### config.mk
export PLATFORM = sky130hd
export DESIGN_NAME = filter
export DESIGN_NICKNAME = d
export VERILOG_FILES = /design/src/rtl/filter.sv
export SDC_FILE = /design/constraint.sdc
export NUM_CORES = 1
export LEC_CHECK = 0
export ABC_AREA = 1
export CORE_MARGIN = 1
export CORE_UTILIZATION = 59
export DETAILED_ROUTE_END_ITERATION = 6
export PLACE_DENSITY_LB_ADDON = 0.25
export SYNTH_ARGS = -nofsm -noshare
export SYNTH_HDL_FRONTEND = slang
export SYNTH_SLANG_ARGS = --single-unit
### constraint.sdc
create_clock -name clk -period 7.5 [get_ports clk]
set_input_delay 0.75 -clock clk [delete_from_list [all_inputs] [get_ports clk]]
set_output_delay 0.75 -clock clk [all_outputs]
set_load 0.02 [all_outputs]
### src/rtl/filter.sv
// Three-band equalizer: an 8-tap delay line feeds a registered bass/mid/treble split,
// then registered per-band gain, then a registered saturating sum. One sample per clock.
module filter #(
  parameter int WD_IN  = 24,
  parameter int WD_OUT = 24
) (
  input  logic              clk,
  input  logic              reset_n,
  input  logic [WD_IN-1:0]  data_in,
  input  logic [1:0]        bass_sel_in,
  input  logic [1:0]        mid_sel_in,
  input  logic [1:0]        treble_sel_in,
  output logic [WD_OUT-1:0] bass_out,
  output logic [WD_OUT-1:0] mid_out,
  output logic [WD_OUT-1:0] treble_out,
  output logic [WD_OUT-1:0] bass_eql,
  output logic [WD_OUT-1:0] mid_eql,
  output logic [WD_OUT-1:0] treble_eql,
  output logic [WD_OUT-1:0] data_out
);

  // Interface: no valid/ready handshake; data_in is consumed on every rising edge and
  // every output register advances every edge (fixed 1/2/3-cycle stage latencies).

  // Internal width holds the 8-tap sum without overflow for either port width.
  localparam int WS = ((WD_IN > WD_OUT) ? WD_IN : WD_OUT) + 3;
  localparam logic signed [WS-1:0] SAT_MAX = {{(WS-WD_OUT+1){1'b0}}, {(WD_OUT-1){1'b1}}};
  localparam logic signed [WS-1:0] SAT_MIN = ~SAT_MAX;

  logic signed [WD_IN-1:0] x [8];
  logic signed [WS-1:0]    sum8;
  logic signed [WS-1:0]    low;
  logic signed [WS-1:0]    avg;
  logic signed [WS-1:0]    mid_d;
  logic signed [WS-1:0]    treble_d;
  logic signed [WS-1:0]    eql_sum;

  function automatic logic [WD_OUT-1:0] sat(input logic signed [WS-1:0] v);
    if (v > SAT_MAX)      sat = SAT_MAX[WD_OUT-1:0];
    else if (v < SAT_MIN) sat = SAT_MIN[WD_OUT-1:0];
    else                  sat = v[WD_OUT-1:0];
  endfunction

  function automatic logic signed [WS-1:0] sext(input logic [WD_OUT-1:0] v);
    sext = WS'($signed(v));
  endfunction

  function automatic logic [WD_OUT-1:0] gain(input logic [WD_OUT-1:0] v,
                                             input logic [1:0]        sel);
    logic signed [WS-1:0] e;
    e = sext(v);
    case (sel)
      2'b00:   gain = v;
      2'b01:   gain = sat(e <<< 1);
      2'b10:   gain = sat(e >>> 1);
      default: gain = '0;
    endcase
  endfunction

  // Bands telescope: low + (avg - low) + (x0 - avg) == x0 unless a band clamps.
  always_comb begin
    sum8 = '0;
    for (int i = 0; i < 8; i++) sum8 = sum8 + WS'(x[i]);
    low      = sum8 >>> 3;
    avg      = (WS'(x[0]) + WS'(x[1])) >>> 1;
    mid_d    = avg - low;
    treble_d = WS'(x[0]) - avg;
    eql_sum  = sext(bass_eql) + sext(mid_eql) + sext(treble_eql);
  end

  always_ff @(posedge clk or negedge reset_n) begin
    if (!reset_n) begin
      for (int i = 0; i < 8; i++) x[i] <= '0;
      bass_out   <= '0;
      mid_out    <= '0;
      treble_out <= '0;
      bass_eql   <= '0;
      mid_eql    <= '0;
      treble_eql <= '0;
      data_out   <= '0;
    end else begin
      x[0] <= data_in;
      for (int i = 1; i < 8; i++) x[i] <= x[i-1];
      bass_out   <= sat(low);
      mid_out    <= sat(mid_d);
      treble_out <= sat(treble_d);
      bass_eql   <= gain(bass_out, bass_sel_in);
      mid_eql    <= gain(mid_out, mid_sel_in);
      treble_eql <= gain(treble_out, treble_sel_in);
      data_out   <= sat(eql_sum);
    end
  end

endmodule

==> results of run 1 <==
## sequential cells by signal (all words and copies together), names as in the netlist
register    cells
x             192
bass_eql       24
bass_out       24
data_out       24
mid_eql        24
mid_out        24
treble_eql     24
treble_out     24
## stage by stage
| step | cells | hold WS [ns] | setup WS, ns |
|---|---|---|---|
| floorplan | 2627 | 0.354 | 2.11 |
| global placement | 3302 | 0.356 | 1.07 |
| detailed placement | 3302 | 0.360 | 0.928 |
| CTS | 3367 | 0.137 | 0.887 |
| global route | 3367 | 0.183 | 0.428 |
| finish | 3367 | 0.140 | 0.762 |
## metal layers
metal | vias up | routed length (um) | GRT usage
met5 | - | 0 | 0
met4 | 0 | 3790 | 0.186
met3 | 206 | 5240 | 0.0502
met2 | 971 | 32500 | 0.605
met1 | 9088 | 27400 | 0.475
li1 | 8654 | - | -
## kinds of logic (layout without fill, tap and decap cells)
logic type,after synthesis,in the layout
buffers and inverters,572,801
DFF,360,360
xor gates and xnor gates,85,85
adders and majority gates,272,272
and+or+nand+nor,987,987
AOI/OAI and AO/OA,351,351
## final timing paths
kind / slack (ns) / cells past startpoint / startpoint / end
setup / recovery: 0.76 / 34 / x[168] / mid_out[14]
hold / removal: 0.14 / 1 / reset_n / treble_out[6]
setup reg to reg: 0.76 / 34 / x[168] / mid_out[14]
hold reg to reg: 0.37 / 0 / x[104] / x[80]
max in group asynchronous: 6.08 / 2 / reset_n / x[45]
min in group clk: 0.37 / 0 / x[104] / x[80]
## layout make-up
| cell class | count | area (um2) | share of cell area |
|---|---|---|---|
| Clock inverter | 11 | 86.3 | 0.00328 |
| Clock buffer | 54 | 1090 | 0.0415 |
| Inverter | 533 | 2000 | 0.0760 |
| Tap cell | 511 | 639 | 0.0243 |
| Multi-Input combinational cell | 1695 | 11400 | 0.435 |
| Sequential cell | 360 | 9010 | 0.342 |
| Timing Repair Buffer | 203 | 2040 | 0.0775 |
## placed cells by master (no fill, tap or decap), drive strengths merged, types with 3 or more instances in the layout
cell type,netlist,final
ha,123,123
xnor2,29,29
clkinv,0,6
nor3,28,28
a21o,3,3
dfrtp,360,360
and2,5,5
o21ai,109,109
o21bai,23,23
nand2,638,638
nand4,43,43
o221ai,56,56
inv,533,536
a21oi,133,133
fa,149,149
or2,3,3
clkbuf,26,54
clkdlybuf4s50,0,198
buf,13,5
nor2,172,172
nor4,4,4
nand3,92,92
o211ai,13,13
xor2,56,56
a31oi,8,8
==> run summary, run 1 <==
outcome - finished with violations
failing checks - design-rule violations
Die Ht - 198 um
cts repair resizes - 0
CTS max path bufs - 3
Worst EP required - 7.93 ns
most frequent cells after synthesis - 623 x nand2_1, 527 x inv_1, 360 x dfrtp_1, 167 x nor2_1, 149 x fa_1
WS Path Type - reg2reg
Core ar. - 0.0378 mm2
Hold Buf Count CTS - 0
max cap viols - 0
DRT antenna net count - 0
clk_skew - 0.0195 ns
endpoints failing hold - 0
fin nets - 3,135
post-DR wirelength/cell - 20.5 um
WP buf/inv - 4
Slew @ Worst Pin - 1.26 ns
ranking of synthesized cells by area - dfrtp_1 40%, fa_1 13%, nand2_1 10%
nature of the critical path startpoint - register
die area - 0.0392 mm2
synthesized area - 0.0227 mm2
share of the synthesized area in the top cell type - 0.397
H-tree Lvls - 2
Cell variety after synth - 39
Slew Limit Fails - 0
Via density - 5.62
antenna cells - 0
Synth Register Bits - 360
Worst Setup End Kind - register
Primary FF master, synth - dfrtp_1
fin util - 0.697
RSZ-0062 raised after global routing - false
root buffer cell - clkbuf_16
share of layout cells above drive strength 1 - 0.0343
residual DRC count - 7
Total Routed Length - 68.9 mm
Port Buffer Count - 199
final worst-path cycle share - 0.898
die width - 198 um
post-synthesis mux area share - 0
Clk Latency, worst-skew pair - 0.57 ns
cell count after synthesis - 2,627
most used cell, CP - nand2_1
setup bufs post-CTS - 0
vias in the first global route - 19.0k
Area Overhead vs Synth - 16.0%
DRT iter0 DRCs - 1,635
synth warn - 0
sequential share of the synthesized area - 0.397
worst path arrival time - 7.17 ns
CTS Sinks - 360
Total Routing Usage GR - 0.367
highest attainable clock frequency - 148 MHz
pin count of the biggest net entering global routing - 166
post-synthesis simple-gate area fraction - 0.180
I/O pin cnt - 200
slowest library cell on the worst path - fa_1
worst min path class - in2async
critical path's top delay family - adder cells
cell taking the most area after synthesis - dfrtp_1
count leader, synth - nand2_1
complex-gate fraction of the synthesized area - 0.0924
initial antenna violation count - 0
Row Count - 71
Worst-path clk slew - 0.06 ns
dpl cell area - 0.0251 mm2
post-synthesis adder-cell area fraction - 0.199
synthesized net count - 2,931
main combinational cell family by area after synthesis - adder cells
filler cell count - 2,954
Avg Cell Area, Syn - 8.63 um2
initial core utilization - 0.601
total negative slack - 0 ns
cts bufs inserted - 38
via count - 18.9k
Synth Area in XOR/XNOR - 0.0328
post-route cell area - 0.0263 mm2
GRT overflow - 0
placer congestion estimate - 1.02
Max-slew headroom - 0.158
CP max stage delay - 0.59 ns
CTS tree - yes
router iterations before antenna repair - 7
EDFF count, synth - 0
Max FO, Critical Path - 20
# setup viols final - 0
first-pass GRT wire length - 107 mm
Period minus WS final - 6.74 ns
post-DP HPWL - 56.0 mm
ys async rst share - 1.00
Power of run 1 is not shown: default switching activity piles up to over one toggle a cycle in this logic, so the estimate is an artifact.
==> run 2: changes to the inputs <==
CAP_MARGIN = 20   (was unset)
CORE_ASPECT_RATIO = 1.25   (was unset)
==> run summary, run 2 (synthesized netlist as in run 1, its figures left out) <==
DRT iter0 DRCs - 1,681
cts repair resizes - 0
CTS Sinks - 360
dpl ws - 0.862 ns
nature of the critical path startpoint - register
CTS tree - yes
worst min path class - in2async
max cap viols - 0
most used cell, CP - nand2_1
post-DP HPWL - 59.0 mm
commonest non-fill, non-tap cell in the layout - nand2_1
WS Path Type - reg2reg
root buffer cell - clkbuf_16
Clk Latency, worst-skew pair - 0.56 ns
first-pass GRT wire length - 111 mm
Area Overhead vs Synth - 16.3%
setup bufs post-CTS - 0
Hold WS - 0.266 ns
Slew @ Worst Pin - 1.08 ns
initial antenna violation count - 0
Worst Setup End Kind - register
outcome - finished, final reports clean
most frequent cells in the layout - 623 x nand2_1, 527 x inv_1, 360 x dfrtp_1
pin count of the biggest net entering global routing - 170
router iterations before antenna repair - 6
Port Buffer Count - 199
total negative slack - 0 ns
cts bufs inserted - 37
residual DRC count - 0
Row Count - 79
via count - 19.1k
filler cell count - 2,858
Worst-path clk slew - 0.07 ns
die area - 0.0392 mm2
# setup viols final - 0
worst path arrival time - 7.32 ns
post-DR wirelength/cell - 21.7 um
Slew Limit Fails - 0
fin cells - 3,347
DRT antenna net count - 0
vias in the first global route - 19.5k
slowest library cell on the worst path - fa_1
Biggest register - x
CP max stage delay - 0.65 ns
clk_skew - 0.0234 ns
Total Routing Usage GR - 0.381
Total Routed Length - 72.7 mm
CTS max path bufs - 3
H-tree Lvls - 2
Via density - 5.71
initial core utilization - 0.604
fin nets - 3,139
Period minus WS final - 6.85 ns
placer congestion estimate - 1.03
Hold Buf Count CTS - 0
PnR worst setup slack - 0.650 ns
I/O pin cnt - 200
RSZ-0062 raised after global routing - false
Max-slew headroom - 0.275
max FFs per register - 192
endpoints failing hold - 0
Post-Place Cells - 3,278
die width - 177 um
Register Area - 0.00901 mm2
Worst EP required - 7.97 ns
Die Ht - 221 um
multi-input logic area - 0.0114 mm2
GRT overflow - 0
Max FO, Critical Path - 20
antenna cells - 0
highest attainable clock frequency - 146 MHz
Core ar. - 0.0376 mm2
final worst-path cycle share - 0.913
share of layout cells above drive strength 1 - 0.0367
==> run 2: layout make-up <==
cell class              count  share of cell area
multi-input cells        1695               0.434
clock inverters            16             0.00759
flip-flops and latches    360               0.342
inverters                 533              0.0759
well taps                 486              0.0231
clock buffers              49              0.0391
repair buffers            208              0.0788
==> run 2: per-layer routing <==
| metal | part of all wire | up-vias | track usage |
|---|---|---|---|
| met5 | 0 | - | 0 |
| met2 | 0.50 | 940 | 0.654 |
| li1 | - | 8641 | - |
| met1 | 0.36 | 9256 | 0.436 |
| met4 | 0.082 | 0 | 0.265 |
| met3 | 0.063 | 266 | 0.0536 |
==> run 2: worst paths after layout <==
path | cells after the start | slack (ns) | from | end
min reg2reg | 0 | 0.36 | x[102] | x[78]
min in group clk | 0 | 0.36 | x[102] | x[78]
max in group asynchronous | 2 | 5.69 | reset_n | mid_eql[20]
max reg2reg | 32 | 0.65 | x[168] | mid_out[11]
max | 32 | 0.65 | x[168] | mid_out[11]
min | 1 | 0.27 | reset_n | treble_eql[7]
==> run 2: critical path: cells and delay by family (launching register included) <==
family	cells	cell delay, ns
adders and majority gates	5	2.14
buffers and inverters	4	0.38
AOI/OAI and AO/OA	4	1.02
xor gates and xnor gates	2	0.67
and+or+nand+nor	17	2.16
DFF	1	0.39
==> run 2: per-stage QoR <==
step | area (um2) | util
after floorplan | 22700 | -
after global placement | 25100 | 0.669
after detailed placement | 25100 | 0.669
after CTS | 26300 | 0.701
after global routing | 26400 | 0.702
final | 26400 | 0.702
Power of run 2 is left out for the same reason.
==> run 3: changes to the inputs <==
SKIP_LAST_GASP = 1   (was unset)
SLEW_MARGIN = 20   (was unset)
==> run summary, run 3 (synthesized netlist as in run 1, its figures left out) <==
outcome - finished with violations
failing checks - design-rule violations
Period minus WS final - 6.88 ns
Hold Buf Count CTS - 0
WS Path Type - reg2reg
via count - 19.1k
placer congestion estimate - 1.03
CP max stage delay - 0.64 ns
Total Routing Usage GR - 0.381
Max-slew headroom - 0.236
total negative slack - 0 ns
Area Overhead vs Synth - 16.2%
endpoints failing hold - 0
I/O pin cnt - 200
WP buf/inv - 4
critical path's top delay family - simple AND/OR/NAND/NOR gates
cts bufs inserted - 37
antenna cells - 0
worst path arrival time - 7.35 ns
clk_skew - 0.0268 ns
most used cell, CP - nand2_1
Via density - 5.70
DRT antenna net count - 0
setup bufs post-CTS - 0
residual DRC count - 1
cts repair resizes - 0
Worst-path clk slew - 0.07 ns
DRT iter0 DRCs - 1,796
H-tree Lvls - 2
nature of the critical path startpoint - register
post-DP HPWL - 59.0 mm
post-DR wirelength/cell - 21.7 um
CTS max path bufs - 3
Clk Latency, worst-skew pair - 0.56 ns
max FFs per register - 192
Row Count - 79
Worst Setup End Kind - register
most frequent cells in the layout - 623 x nand2_1, 527 x inv_1, 360 x dfrtp_1
filler cell count - 2,864
share of layout cells above drive strength 1 - 0.0368
Die Ht - 221 um
initial antenna violation count - 0
RSZ-0062 raised after global routing - false
Max FO, Critical Path - 20
initial core utilization - 0.604
Total Routed Length - 72.7 mm
commonest non-fill, non-tap cell in the layout - nand2_1
root buffer cell - clkbuf_16
reg2reg setup slack - 0.62 ns
final worst-path cycle share - 0.917
fin nets - 3,135
Slew @ Worst Pin - 1.14 ns
CTS Sinks - 360
die area - 0.0392 mm2
GRT overflow - 0
pin count of the biggest net entering global routing - 170
slowest library cell on the worst path - fa_1
vias in the first global route - 19.5k
die width - 177 um
max cap viols - 0
Slew Limit Fails - 0
Core ar. - 0.0376 mm2
CTS tree - yes
highest attainable clock frequency - 145 MHz
# setup viols final - 0
router iterations before antenna repair - 7
Port Buffer Count - 199
Biggest register - x
first-pass GRT wire length - 111 mm
Worst EP required - 7.98 ns
worst min path class - in2async
## run 3: cell count changes in the layout (fill, tap and decap cells not counted)
cell and delta:
nor2_2 +2, a21oi_1 -2, a21oi_2 +2, nor2_1 -2, buf_4 -4
## run 3: routing by layer
metal,vias to the layer above,share of wire,global-route usage
met5,-,0,0
met4,0,0.082,0.265
met3,271,0.060,0.0536
met2,890,0.50,0.654
met1,9260,0.36,0.436
li1,8633,-,-
## run 3: cell type report
type	instances	area (um2)	area share
clock buffers	49	1030	0.0391
multi-input cells	1695	11500	0.435
inverters	533	2000	0.0759
clock inverters	16	200	0.00760
well taps	486	608	0.0231
repair buffers	204	2050	0.0777
flip-flops and latches	360	9010	0.342
## run 3: final timing paths
| kind | endpoint | depth (start not counted) | from |
|---|---|---|---|
| min in group clk | x[78] | 0 | x[102] |
| hold / removal | treble_eql[7] | 1 | reset_n |
| max in group asynchronous | mid_eql[18] | 2 | reset_n |
| setup / recovery | mid_out[11] | 32 | x[168] |
| setup reg to reg | mid_out[11] | 32 | x[168] |
| hold reg to reg | x[78] | 0 | x[102] |
## run 3: worst register-to-register path, delay by kind of cell (launching register included)
kind,cells,cell delay (ns)
AO/OA/AOI/OAI,4,1.01
XOR/XNOR,2,0.69
adder cells (fa/ha/maj),5,2.12
buffers and inverters,4,0.39
flip-flops,1,0.40
AND/OR/NAND/NOR,17,2.19
## run 3: stage by stage
| step | utilization | instance area [um2] | instances | hold slack [ns] | setup WS (ns) |
|---|---|---|---|---|---|
| 6_report | 0.702 | 26400 | 3343 | 0.256 | 0.623 |
| 5_1_grt | 0.702 | 26400 | 3343 | 0.335 | 0.283 |
| 4_1_cts | 0.701 | 26300 | 3343 | 0.297 | 0.821 |
| 3_5_place_dp | 0.669 | 25100 | 3278 | 0.359 | 0.862 |
| 3_3_place_gp | 0.669 | 25100 | 3278 | 0.357 | 0.945 |
| 2_1_floorplan | - | 22700 | 2627 | 0.354 | 2.11 |
Power of run 3 is left out for the same reason.
